<file path="src/rtl/mem_pkg.sv">
// Shared definitions for the load/store stage: opcodes, FSM states, access sizes,
// byte-enable patterns and the opcode decoder.
package mem_pkg;

  localparam logic [5:0] OP_LB  = 6'b100000;
  localparam logic [5:0] OP_LH  = 6'b100001;
  localparam logic [5:0] OP_LW  = 6'b100011;
  localparam logic [5:0] OP_LBU = 6'b100100;
  localparam logic [5:0] OP_LHU = 6'b100101;
  localparam logic [5:0] OP_SB  = 6'b101000;
  localparam logic [5:0] OP_SH  = 6'b101001;
  localparam logic [5:0] OP_SW  = 6'b101011;

  typedef enum logic [1:0] {IDLE, REQ, DONE} state_t;
  typedef enum logic [1:0] {BYTE, HALF, WORD} size_t;

  // Big-endian lanes: bit 3 of the enable is bits 31:24, i.e. address offset 0.
  localparam logic [3:0] BE_NONE    = 4'b0000;
  localparam logic [3:0] BE_ALL     = 4'b1111;
  localparam logic [3:0] BE_HI_HALF = 4'b1100;
  localparam logic [3:0] BE_LO_HALF = 4'b0011;
  localparam logic [3:0] BE_LANE0   = 4'b1000;

  typedef struct packed {
    logic  load;
    logic  store;
    size_t size;
    logic  sgn;
  } dec_t;

  function automatic dec_t decode(input logic [5:0] op);
    dec_t d;
    d = '{load: 1'b0, store: 1'b0, size: WORD, sgn: 1'b0};
    case (op)
      OP_LB:   d = '{load: 1'b1, store: 1'b0, size: BYTE, sgn: 1'b1};
      OP_LH:   d = '{load: 1'b1, store: 1'b0, size: HALF, sgn: 1'b1};
      OP_LW:   d = '{load: 1'b1, store: 1'b0, size: WORD, sgn: 1'b0};
      OP_LBU:  d = '{load: 1'b1, store: 1'b0, size: BYTE, sgn: 1'b0};
      OP_LHU:  d = '{load: 1'b1, store: 1'b0, size: HALF, sgn: 1'b0};
      OP_SB:   d = '{load: 1'b0, store: 1'b1, size: BYTE, sgn: 1'b0};
      OP_SH:   d = '{load: 1'b0, store: 1'b1, size: HALF, sgn: 1'b0};
      OP_SW:   d = '{load: 1'b0, store: 1'b1, size: WORD, sgn: 1'b0};
      default: d = '{load: 1'b0, store: 1'b0, size: WORD, sgn: 1'b0};
    endcase
    return d;
  endfunction

endpackage

</file>
<file path="src/rtl/mem_lane_align.sv">
// Combinational lane logic: store steering and byte enables, load extraction with
// sign/zero extension, and misalignment detection (big-endian byte order).
module mem_lane_align
  import mem_pkg::*;
(
  input  size_t       size,
  input  logic        sgn,
  input  logic        access,
  input  logic [1:0]  addr_lo,
  input  logic [31:0] st_data,
  input  logic [31:0] rdata,
  output logic [3:0]  be,
  output logic [31:0] wdata,
  output logic [31:0] ldata,
  output logic        misaligned
);

  logic [7:0]  byte_v;
  logic [15:0] half_v;

  always_comb begin
    be     = BE_NONE;
    wdata  = '0;
    ldata  = '0;
    byte_v = '0;
    half_v = '0;
    case (size)
      BYTE: begin
        be    = BE_LANE0 >> addr_lo;
        wdata = {4{st_data[7:0]}};
        case (addr_lo)
          2'd0:    byte_v = rdata[31:24];
          2'd1:    byte_v = rdata[23:16];
          2'd2:    byte_v = rdata[15:8];
          default: byte_v = rdata[7:0];
        endcase
        ldata = {{24{sgn & byte_v[7]}}, byte_v};
      end
      HALF: begin
        be     = addr_lo[1] ? BE_LO_HALF : BE_HI_HALF;
        wdata  = {2{st_data[15:0]}};
        half_v = addr_lo[1] ? rdata[15:0] : rdata[31:16];
        ldata  = {{16{sgn & half_v[15]}}, half_v};
      end
      default: begin
        be    = BE_ALL;
        wdata = st_data;
        ldata = rdata;
      end
    endcase
    if (!access) be = BE_NONE;
  end

  assign misaligned = access &&
                      (((size == HALF) && addr_lo[0]) ||
                       ((size == WORD) && (addr_lo != 2'b00)));

endmodule

</file>
<file path="src/rtl/mem_access.sv">
// Load/store stage: one single-beat memory request per memory instruction, one result
// pulse per instruction. Optional ack watchdog under MEM_TIMEOUT_EN.
module mem_access
  import mem_pkg::*;
#(
  parameter int TIMEOUT_CYCLES = 64
) (
  input  logic        clock,
  input  logic        resetn,
  input  logic        in_valid,
  output logic        in_ready,
  input  logic [31:0] in_pc,
  input  logic [31:0] in_alu,
  input  logic [31:0] in_rt,
  input  logic [31:0] in_insn,
  input  logic [4:0]  in_dest,
  input  logic        in_regwr,
  output logic        mem_req,
  output logic        mem_we,
  output logic [31:0] mem_addr,
  output logic [3:0]  mem_be,
  output logic [31:0] mem_wdata,
  input  logic        mem_ack,
  input  logic [31:0] mem_rdata,
  output logic        out_valid,
  output logic [31:0] out_data,
  output logic [4:0]  out_dest,
  output logic        out_regwr,
  output logic        out_err,
  output logic [31:0] out_err_pc
);

  state_t      state, state_nx;
  logic [5:0]  op_q;
  logic [1:0]  lo_q;
  logic [31:0] pc_q;
  logic [4:0]  dest_q;
  logic [31:0] res_data;
  logic        res_err, res_regwr;

  dec_t        dec_in, dec_q, dec_a;
  logic [1:0]  lo_a;
  logic        idle, access_a, mis_a, go_mem, timeout;
  logic [3:0]  be_a;
  logic [31:0] wdata_a, ldata_a;

  assign idle     = (state == IDLE);
  assign in_ready = idle;
  assign dec_in   = decode(in_insn[31:26]);
  assign dec_q    = decode(op_q);

  // In IDLE the lane logic serves the incoming instruction; otherwise the captured one.
  assign dec_a    = idle ? dec_in : dec_q;
  assign lo_a     = idle ? in_alu[1:0] : lo_q;
  assign access_a = dec_a.load | dec_a.store;
  assign go_mem   = access_a & ~mis_a;

  mem_lane_align u_align (
    .size       (dec_a.size),
    .sgn        (dec_a.sgn),
    .access     (access_a),
    .addr_lo    (lo_a),
    .st_data    (in_rt),
    .rdata      (mem_rdata),
    .be         (be_a),
    .wdata      (wdata_a),
    .ldata      (ldata_a),
    .misaligned (mis_a)
  );

`ifdef MEM_TIMEOUT_EN
  logic [15:0] wait_cnt;

  assign timeout = (state == REQ) && !mem_ack &&
                   (wait_cnt == 16'(TIMEOUT_CYCLES - 1));

  always_ff @(posedge clock or negedge resetn) begin
    if (!resetn)                       wait_cnt <= '0;
    else if (state != REQ)             wait_cnt <= '0;
    else if (!mem_ack)                 wait_cnt <= wait_cnt + 16'd1;
  end
`else
  logic unused_cfg;
  assign timeout    = 1'b0;
  assign unused_cfg = ^TIMEOUT_CYCLES;
`endif

  logic unused_insn;
  assign unused_insn = ^in_insn[25:0];

  always_comb begin
    state_nx = state;
    case (state)
      IDLE:    if (in_valid) state_nx = go_mem ? REQ : DONE;
      REQ:     if (mem_ack || timeout) state_nx = DONE;
      DONE:    state_nx = IDLE;
      default: state_nx = IDLE;
    endcase
  end

  always_ff @(posedge clock or negedge resetn) begin
    if (!resetn) state <= IDLE;
    else         state <= state_nx;
  end

  always_ff @(posedge clock or negedge resetn) begin
    if (!resetn) begin
      op_q       <= '0;
      lo_q       <= '0;
      pc_q       <= '0;
      dest_q     <= '0;
      res_data   <= '0;
      res_err    <= 1'b0;
      res_regwr  <= 1'b0;
      mem_req    <= 1'b0;
      mem_we     <= 1'b0;
      mem_addr   <= '0;
      mem_be     <= '0;
      mem_wdata  <= '0;
      out_valid  <= 1'b0;
      out_data   <= '0;
      out_dest   <= '0;
      out_regwr  <= 1'b0;
      out_err    <= 1'b0;
      out_err_pc <= '0;
    end else begin
      out_valid <= 1'b0;
      case (state)
        IDLE: if (in_valid) begin
          op_q   <= in_insn[31:26];
          lo_q   <= in_alu[1:0];
          pc_q   <= in_pc;
          dest_q <= in_dest;
          if (go_mem) begin
            mem_req   <= 1'b1;
            mem_we    <= dec_in.store;
            mem_addr  <= {in_alu[31:2], 2'b00};
            mem_be    <= be_a;
            mem_wdata <= dec_in.store ? wdata_a : '0;
            res_data  <= '0;
            res_err   <= 1'b0;
            res_regwr <= dec_in.load & in_regwr;
          end else if (access_a) begin
            res_data  <= '0;
            res_err   <= 1'b1;
            res_regwr <= 1'b0;
          end else begin
            res_data  <= in_alu;
            res_err   <= 1'b0;
            res_regwr <= in_regwr;
          end
        end
        REQ: begin
          if (mem_ack) begin
            mem_req <= 1'b0;
            mem_we  <= 1'b0;
            if (dec_q.load) res_data <= ldata_a;
          end else if (timeout) begin
            mem_req   <= 1'b0;
            mem_we    <= 1'b0;
            res_err   <= 1'b1;
            res_regwr <= 1'b0;
          end
        end
        DONE: begin
          out_valid <= 1'b1;
          out_data  <= res_data;
          out_dest  <= dest_q;
          out_regwr <= res_regwr;
          out_err   <= res_err;
          if (res_err) out_err_pc <= pc_q;
        end
        default: ;
      endcase
    end
  end

endmodule

</file>
<file path="config.mk">
export PLATFORM = sky130hd
export DESIGN_NAME = mem_access
export DESIGN_NICKNAME = d
export VERILOG_FILES = /design/src/rtl/mem_pkg.sv /design/src/rtl/mem_lane_align.sv /design/src/rtl/mem_access.sv
export SDC_FILE = /design/constraint.sdc
export NUM_CORES = 1
export LEC_CHECK = 0
export ABC_CLOCK_PERIOD_IN_PS = 6800
export BUFFER_PORTS_ARGS = -buffer_cell sky130_fd_sc_hd__buf_2
export CAP_MARGIN = 25
export CELL_PAD_IN_SITES_DETAIL_PLACEMENT = 2
export CELL_PAD_IN_SITES_GLOBAL_PLACEMENT = 2
export CORE_MARGIN = 5
export CORE_UTILIZATION = 34
export CTS_BUF_LIST = sky130_fd_sc_hd__clkbuf_16
export DETAILED_ROUTE_END_ITERATION = 6
export PLACE_DENSITY_LB_ADDON = 0.25
export SYNTH_ARGS = -nofsm -noshare
export SYNTH_HDL_FRONTEND = slang
export SYNTH_SLANG_ARGS = --single-unit
</file>
<file path="constraint.sdc">
create_clock -name clock -period 6.8 [get_ports clock]
set_clock_uncertainty 0.05 [all_clocks]
set_input_delay 1.36 -clock clock [delete_from_list [all_inputs] [get_ports clock]]
set_output_delay 1.36 -clock clock [all_outputs]
set_load 0.01 [all_outputs]
</file>
==> metrics, run 1 <==
Worst Path Max Fanout=64; WP data required=7.16 ns; Largest stage delay, worst path=0.69 ns; period utilization=0.545; Critical path origin=in_insn[30]; met3 usage=0.0470; worst reg-to-reg path cell count=7; multi-input logic area=0.00405 mm2; Reg clk slew, reported paths=0.06 ns; post-CTS setup repair buffer count=0; count of input and output buffers=284; Post-Place Worst Slack=2.55 ns; Critical Path AT=4.07 ns; antenna violations before repair=4; reg-to-reg setup timing slack=3.38 ns; CP max-delay cell=nand2_4; synthesized cell area=0.00988 mm2; Vias/cell=5.12; Max Slew Vio Count=0; pin count of the biggest net entering global routing=129; vias in the first global route=9410; Mean Syn Cell Area=10.4 um2; Synth warnings=0; Netlist cell types=68; Hold Crit Class=flip-flop to flip-flop; total gr overflow=0; status=finished, final reports clean; worst setup margin=3.10 ns; Hold Vio Cnt, Final=0; Antenna Nets Post-Route=0; Post-synth EDFFs=0; P_leak=6.37 nW; H-Tree Depth=1; Root Driver=clkbuf_16; Global Route met2 Usage=0.375; register area=0.00553 mm2; Critical path destination=mem_addr[14]; Final #Nets=1382; actual slew at the worst max-slew pin=1.11 ns; Top-Level Pins=313; All-Layer GR Usage=0.210; die width=181 um; Seq cells post-synth=221; Final Critical Period=3.70 ns; Setup crit end kind=flip-flop; TNS Setup=0 ns; count of final setup violators=0; crit-path cells=buf_2 -> nor4b_2 -> or4b_4 -> a21oi_4 -> o21ai_4 -> nand2_4 -> mux2_1; clock sink total=221; Rel. slew slack=0.262; sequential share of the synthesized area=0.559; row count=62; CTS Buf Count=27; Initial Utilization=0.344; post-cts resize count=0; die footprint=0.0326 mm2; number of buffers and inverters on the critical path=1; share of cells above drive strength 1=0.335; M1 GR Usage=0.267; drt drc=0; startpoint types=input pin; initial DRC count=351; Levels on crit path=7; dominant synthesized flop cell=dfrtp_1; f_max=270 MHz; Placer Congestion=0.773; critical path class=input pin to flip-flop; worst skew pair latency=0.54 ns; Hold Buf Count CTS=0; Top Family by Delay on Critical Path=simple AND/OR/NAND/NOR gates; first-pass GRT wire length=55.1 mm; CORE AREA=0.0287 mm2; detailed placement HPWL=24.3 mm; pwr dens=357 mW/mm2; Async SR Flop Fraction=1.00; Detailed Routing Iterations Pass 1=4; MaxCap Viol Count=0; total power=4.43 mW; cell count after synthesis=950; RSZ-0062 raised after global routing=no; Critical R2R Capture=mem_addr[14]; clock buffer depth=3; Filler cells=3164; Vias=8272; GRT busiest layer=met2; Die Y=181 um; Area growth syn-to-layout=25.6%; WL final=35.1 mm; VDD IR max=0.000185 V; worst reg2reg startpoint=state[1]; CTS tree=done; routed len/inst=21.7 um
-- synth_stat cells, types with 2 or more instances --
library cell / count / area, um2
a211oi_1: 13 / 97.6
a211oi_2: 11 / 138
a21boi_0: 2 / 15.0
a21o_1: 3 / 22.5
a21oi_1: 31 / 155
a221oi_1: 14 / 123
a31oi_1: 7 / 43.8
and2_1: 3 / 18.8
and3_1: 3 / 18.8
buf_1: 6 / 22.5
buf_2: 8 / 40.0
buf_4: 5 / 37.5
buf_6: 7 / 78.8
clkbuf_1: 36 / 135
dfrtp_1: 221 / 5530
inv_1: 3 / 11.3
mux2_1: 26 / 293
mux2_2: 36 / 405
mux2i_1: 19 / 190
mux4_2: 7 / 158
nand2_1: 301 / 1130
nand2b_1: 5 / 31.3
nand3_1: 5 / 25.0
nor2_1: 36 / 135
nor2_2: 2 / 12.5
nor2b_1: 3 / 18.8
nor3_1: 2 / 10.0
o21ai_0: 56 / 280
o21ai_1: 8 / 40.0
o21ai_4: 3 / 48.8
o22ai_1: 8 / 50.1
o311ai_0: 2 / 17.5
o31ai_1: 17 / 128
o41ai_1: 4 / 35.0
o41ai_2: 4 / 65.1
-- state kept, by name (all words and copies together) (netlist names), 2 cells and up --
name / cells
op_q: 6
out_dest: 5
out_data: 32
state: 2
mem_be: 4
out_err_pc: 32
dest_q: 5
res_data: 32
mem_wdata: 32
lo_q: 2
mem_addr: 30
pc_q: 32
-- per-stage QoR --
step	instance area [um2]	utilization	hold WS, ns	cells
6_report	12400	0.432	0.405	1616
3_3_place_gp	11600	0.403	0.398	1566
2_1_floorplan	9890	-	0.383	951
4_1_cts	12400	0.432	0.402	1615
3_5_place_dp	11600	0.404	0.409	1567
5_1_grt	12400	0.432	0.439	1616
-- cell type report --
class | count | area share
Tap cell | 384 | 0.0387
Antenna cell | 1 | 0.000202
Clock inverter | 21 | 0.0103
Multi-Input combinational cell | 664 | 0.327
Inverter | 4 | 0.00121
Timing Repair Buffer | 294 | 0.123
Sequential cell | 221 | 0.446
Clock buffer | 27 | 0.0544
-- worst min-delay path, delay by kind of cell (launching register included) --
kind	cells	cell delay, ns
flops	1	0.34
simple gates	2	0.10
-- cells in the final DEF (no fill, tap or decap), types with 9 or more instances in the layout --
cell       instances
a211oi_1          13
mux2_2            36
a221oi_1          14
buf_2            283
clkinv_1          10
nand2_1          298
a21oi_1           31
o31ai_1           17
o21ai_0           56
nor2_1            36
clkbuf_16         27
dfrtp_1          221
mux2i_1           19
mux2_1            26
a211oi_2          11
buf_4              9
-- worst min path at each step --
| stage | from | to | slack [ns] | cells past startpoint |
|---|---|---|---|---|
| 2_1_floorplan | res_data[6] | out_data[6] | 0.38 | 2 |
| 3_3_place_gp | res_data[0] | out_data[0] | 0.40 | 2 |
| 3_5_place_dp | res_data[22] | out_data[22] | 0.41 | 2 |
| 4_1_cts | res_data[30] | out_data[30] | 0.40 | 2 |
| 5_1_grt | res_data[30] | out_data[30] | 0.44 | 2 |
| 6_report | res_data[30] | out_data[30] | 0.41 | 2 |
-- cells by family (layout without fill, tap and decap cells) --
group / count (synthesis) / after routing / share of synthesized area
flip-flops: 221 / 221 / 0.559
XOR/XNOR: 1 / 1 / 0.000886
other: 1 / 3 / 0.000379
buffers and inverters: 66 / 346 / 0.0333
AND/OR/NAND/NOR: 377 / 377 / 0.160
multiplexers: 88 / 88 / 0.106
AO/OA/AOI/OAI: 196 / 196 / 0.140
-- layer usage --
layer,share of wire,up-vias,wire [um]
li1,-,3808,-
met1,0.43,4243,15100
met2,0.51,184,17900
met3,0.050,31,1750
met4,0.010,6,367
met5,0.0011,-,39
-- power by group --
| part | switching (mW) | internal (mW) | leakage (nW) | total, mW |
|---|---|---|---|---|
| Sequential | 0.207 | 1.69 | 2.77 | 1.90 |
| Combinational | 0.711 | 0.492 | 3.19 | 1.20 |
| Clock | 0.577 | 0.755 | 0.413 | 1.33 |
| Total | 1.49 | 2.94 | 6.37 | 4.43 |
No activity file was read; power rests on OpenSTA's default activity.
==> inputs of run 2 (changes only) <==
--- a/config.mk
+++ b/config.mk
@@ -5,13 +5,14 @@
 export SDC_FILE = /design/constraint.sdc
 export NUM_CORES = 1
 export LEC_CHECK = 0
-export ABC_CLOCK_PERIOD_IN_PS = 6800
+export ABC_AREA = 1
+export ABC_CLOCK_PERIOD_IN_PS = 3500
 export BUFFER_PORTS_ARGS = -buffer_cell sky130_fd_sc_hd__buf_2
 export CAP_MARGIN = 25
 export CELL_PAD_IN_SITES_DETAIL_PLACEMENT = 2
 export CELL_PAD_IN_SITES_GLOBAL_PLACEMENT = 2
 export CORE_MARGIN = 5
-export CORE_UTILIZATION = 34
+export CORE_UTILIZATION = 29
 export CTS_BUF_LIST = sky130_fd_sc_hd__clkbuf_16
 export DETAILED_ROUTE_END_ITERATION = 6
 export PLACE_DENSITY_LB_ADDON = 0.25
==> constraint.sdc (replaced) <==
create_clock -name clock -period 3.5 [get_ports clock]
set_clock_uncertainty 0.05 [all_clocks]
set_input_delay 0.7 -clock clock [delete_from_list [all_inputs] [get_ports clock]]
set_output_delay 0.7 -clock clock [all_outputs]
set_load 0.01 [all_outputs]
==> run 2 against run 1 <==
Compared with the run above: sequential power up 120%; power rose to 2.5 times the previous value; combinational power rose to 3.6 times the previous value; clock power up 110%; largest cell class unchanged.
==> metrics, run 2 <==
clock sink total=221; RSZ-0062 raised after global routing=no; f_max=367 MHz; Netlist cell types=35; GRT busiest layer=met2; number of buffers and inverters on the critical path=1; Antenna Nets Post-Route=0; detailed placement HPWL=28.6 mm; CTS Buf Count=27; sequential share of the synthesized area=0.545; CORE AREA=0.0345 mm2; startpoint types=flip-flop; dominant synthesized flop cell=dfrtp_1; Die Y=197 um; P_leak=7.12 nW; Sw Pwr=4.62 mW; status=finished, final reports clean; multi-input logic area=0.00414 mm2; Max Slew Vio Count=0; crit-path cells=nor2_2 -> nand2_1 -> nand2_4 -> inv_2 -> nor2_4 -> nand2_1 -> nand2_1 -> nor2_1 -> nand2_4 -> nand2_2 -> o21ai_0 -> nand2_1; critical path class=flip-flop to flip-flop; Filler cells=4075; vias in the first global route=10653; Reg clk slew, reported paths=0.06 ns; Clk pwr share=0.244; clock buffer depth=3; Synth area leader=dfrtp_1; TNS Setup=0 ns; Initial Utilization=0.294; Levels on crit path=12; worst skew pair latency=0.55 ns; reg-to-reg setup timing slack=0.77 ns; Largest stage delay, worst path=0.47 ns; Critical path origin=state[0]; CTS tree=done; Setup crit end kind=flip-flop; Vias/cell=4.76; worst reg2reg startpoint=state[0]; drt drc=0; Hold Crit Class=input pin to async pin; pin count of the biggest net entering global routing=82; Critical R2R Capture=res_data[16]; Top Family by Delay on Critical Path=simple AND/OR/NAND/NOR gates; Root Driver=clkbuf_16; commonest cells after routing, fill and taps aside=616 x nand2_1, 283 x buf_2, 221 x dfrtp_1; dpl cells=1954; post-cts resize count=0; top-count cell post-synth=nand2_1; Post-Place Worst Slack=0.389 ns; most common cell after layout, fill and taps aside=nand2_1; count of final setup violators=0; Worst Path Max Fanout=16; All-Layer GR Usage=0.195; met3 usage=0.0597; Placer Congestion=0.824; row count=68; die footprint=0.0389 mm2; synth top area cells=dfrtp_1 54%, nand2_1 23%, o21ai_0 4.1%, mux2_2 3.1%, nand3_1 2.7%; top cells by count, synth=618 x nand2_1, 221 x dfrtp_1, 83 x o21ai_0; antenna violations before repair=14; worst reg-to-reg path cell count=12; initial DRC count=355; WL final=38.9 mm; Rel. slew slack=0.460; Combinational Power Share=0.387; die width=197 um; actual slew at the worst max-slew pin=0.807 ns; Mean Syn Cell Area=8.10 um2; Core Util, Final=0.376; Area growth syn-to-layout=27.9%; Finished Layout Cells=2008; power share of the sequential group=0.370; M1 GR Usage=0.253; CP max-delay cell=o21ai_0; total gr overflow=0; VDD IR max=0.000408 V; Async SR Flop Fraction=1.00; Detailed Routing Iterations Pass 1=4; register area=0.00553 mm2; Post-synth EDFFs=0; Sw Ratio=0.410; MaxCap Viol Count=0; first-pass GRT wire length=61.0 mm; Hold Vio Cnt, Final=0; Final Critical Period=2.73 ns; pwr dens=867 mW/mm2; post-CTS setup repair buffer count=0; CP most frequent cell=nand2_1; Global Route met2 Usage=0.330; Critical Path AT=3.08 ns; share of cells above drive strength 1=0.260; internal power=6.64 mW; routed len/inst=19.4 um; Top-Level Pins=313; Yosys top cell area share=0.545; Seq cells post-synth=221; WP data required=3.85 ns; H-Tree Depth=1; cell count after synthesis=1253; Vias=9564; Hold Buf Count CTS=0; synthesized cell area=0.0102 mm2; Critical path destination=res_data[16]; count of input and output buffers=284; period utilization=0.779; worst setup margin=0.773 ns; Final #Nets=1698; Synth warnings=0
## run 2: area by class of cell
| type | instances | share of cell area |
|---|---|---|
| Antenna cell | 5 | 0.000963 |
| Multi-Input combinational cell | 917 | 0.319 |
| Timing Repair Buffer | 312 | 0.130 |
| Clock inverter | 22 | 0.0141 |
| Sequential cell | 221 | 0.426 |
| Tap cell | 455 | 0.0438 |
| Clock buffer | 27 | 0.0520 |
| Inverter | 49 | 0.0144 |
## run 2: stage by stage
stage          cell area (um2)  total power [mW]  hold WS (ns)
2_1_floorplan            10200              6.71         0.354
3_3_place_gp             12100              8.40         0.403
3_5_place_dp             12100              8.64         0.408
4_1_cts                  13000              11.5        0.0959
5_1_grt                  13000              12.1         0.109
6_report                 13000              11.3        0.0652
## run 2: worst register-to-register path, delay by kind of cell (launching register included)
kind | cells | cell delay (ns)
flops | 1 | 0.42
compound gates | 1 | 0.47
simple gates | 10 | 1.57
buf+inv | 1 | 0.08
## run 2: cell families after synthesis
family | share of synthesized area
other | 0.000369
buffers and inverters | 0.0509
and+or+nand+nor | 0.305
DFF | 0.545
AOI/OAI and AO/OA | 0.0684
muxes | 0.0310
## run 2: power by group through the flow
stage                     combinational [mW]  sequential (mW)  clock [mW]
after CTS                               4.47             4.18        2.84
after detailed placement                4.44             4.20           0
after global routing                    4.90             4.30        2.93
after global placement                  4.26             4.14           0
after floorplan                         2.34             4.36           0
final                                   4.35             4.16        2.74
## run 2: worst min path at each step
stage	end	start	slack, ns
5_1_grt	out_err_pc[14]	resetn	0.11
6_report	pc_q[11]	resetn	0.07
3_5_place_dp	mem_req	mem_req	0.41
2_1_floorplan	dest_q[0]	resetn	0.35
3_3_place_gp	out_data[22]	out_data[22]	0.40
4_1_cts	pc_q[15]	resetn	0.1
## run 2: metal layers
metal / share of wire / wire [um]
met5: 0.0020 / 79
met4: 0.015 / 590
met3: 0.074 / 2890
met2: 0.48 / 18500
met1: 0.43 / 16800
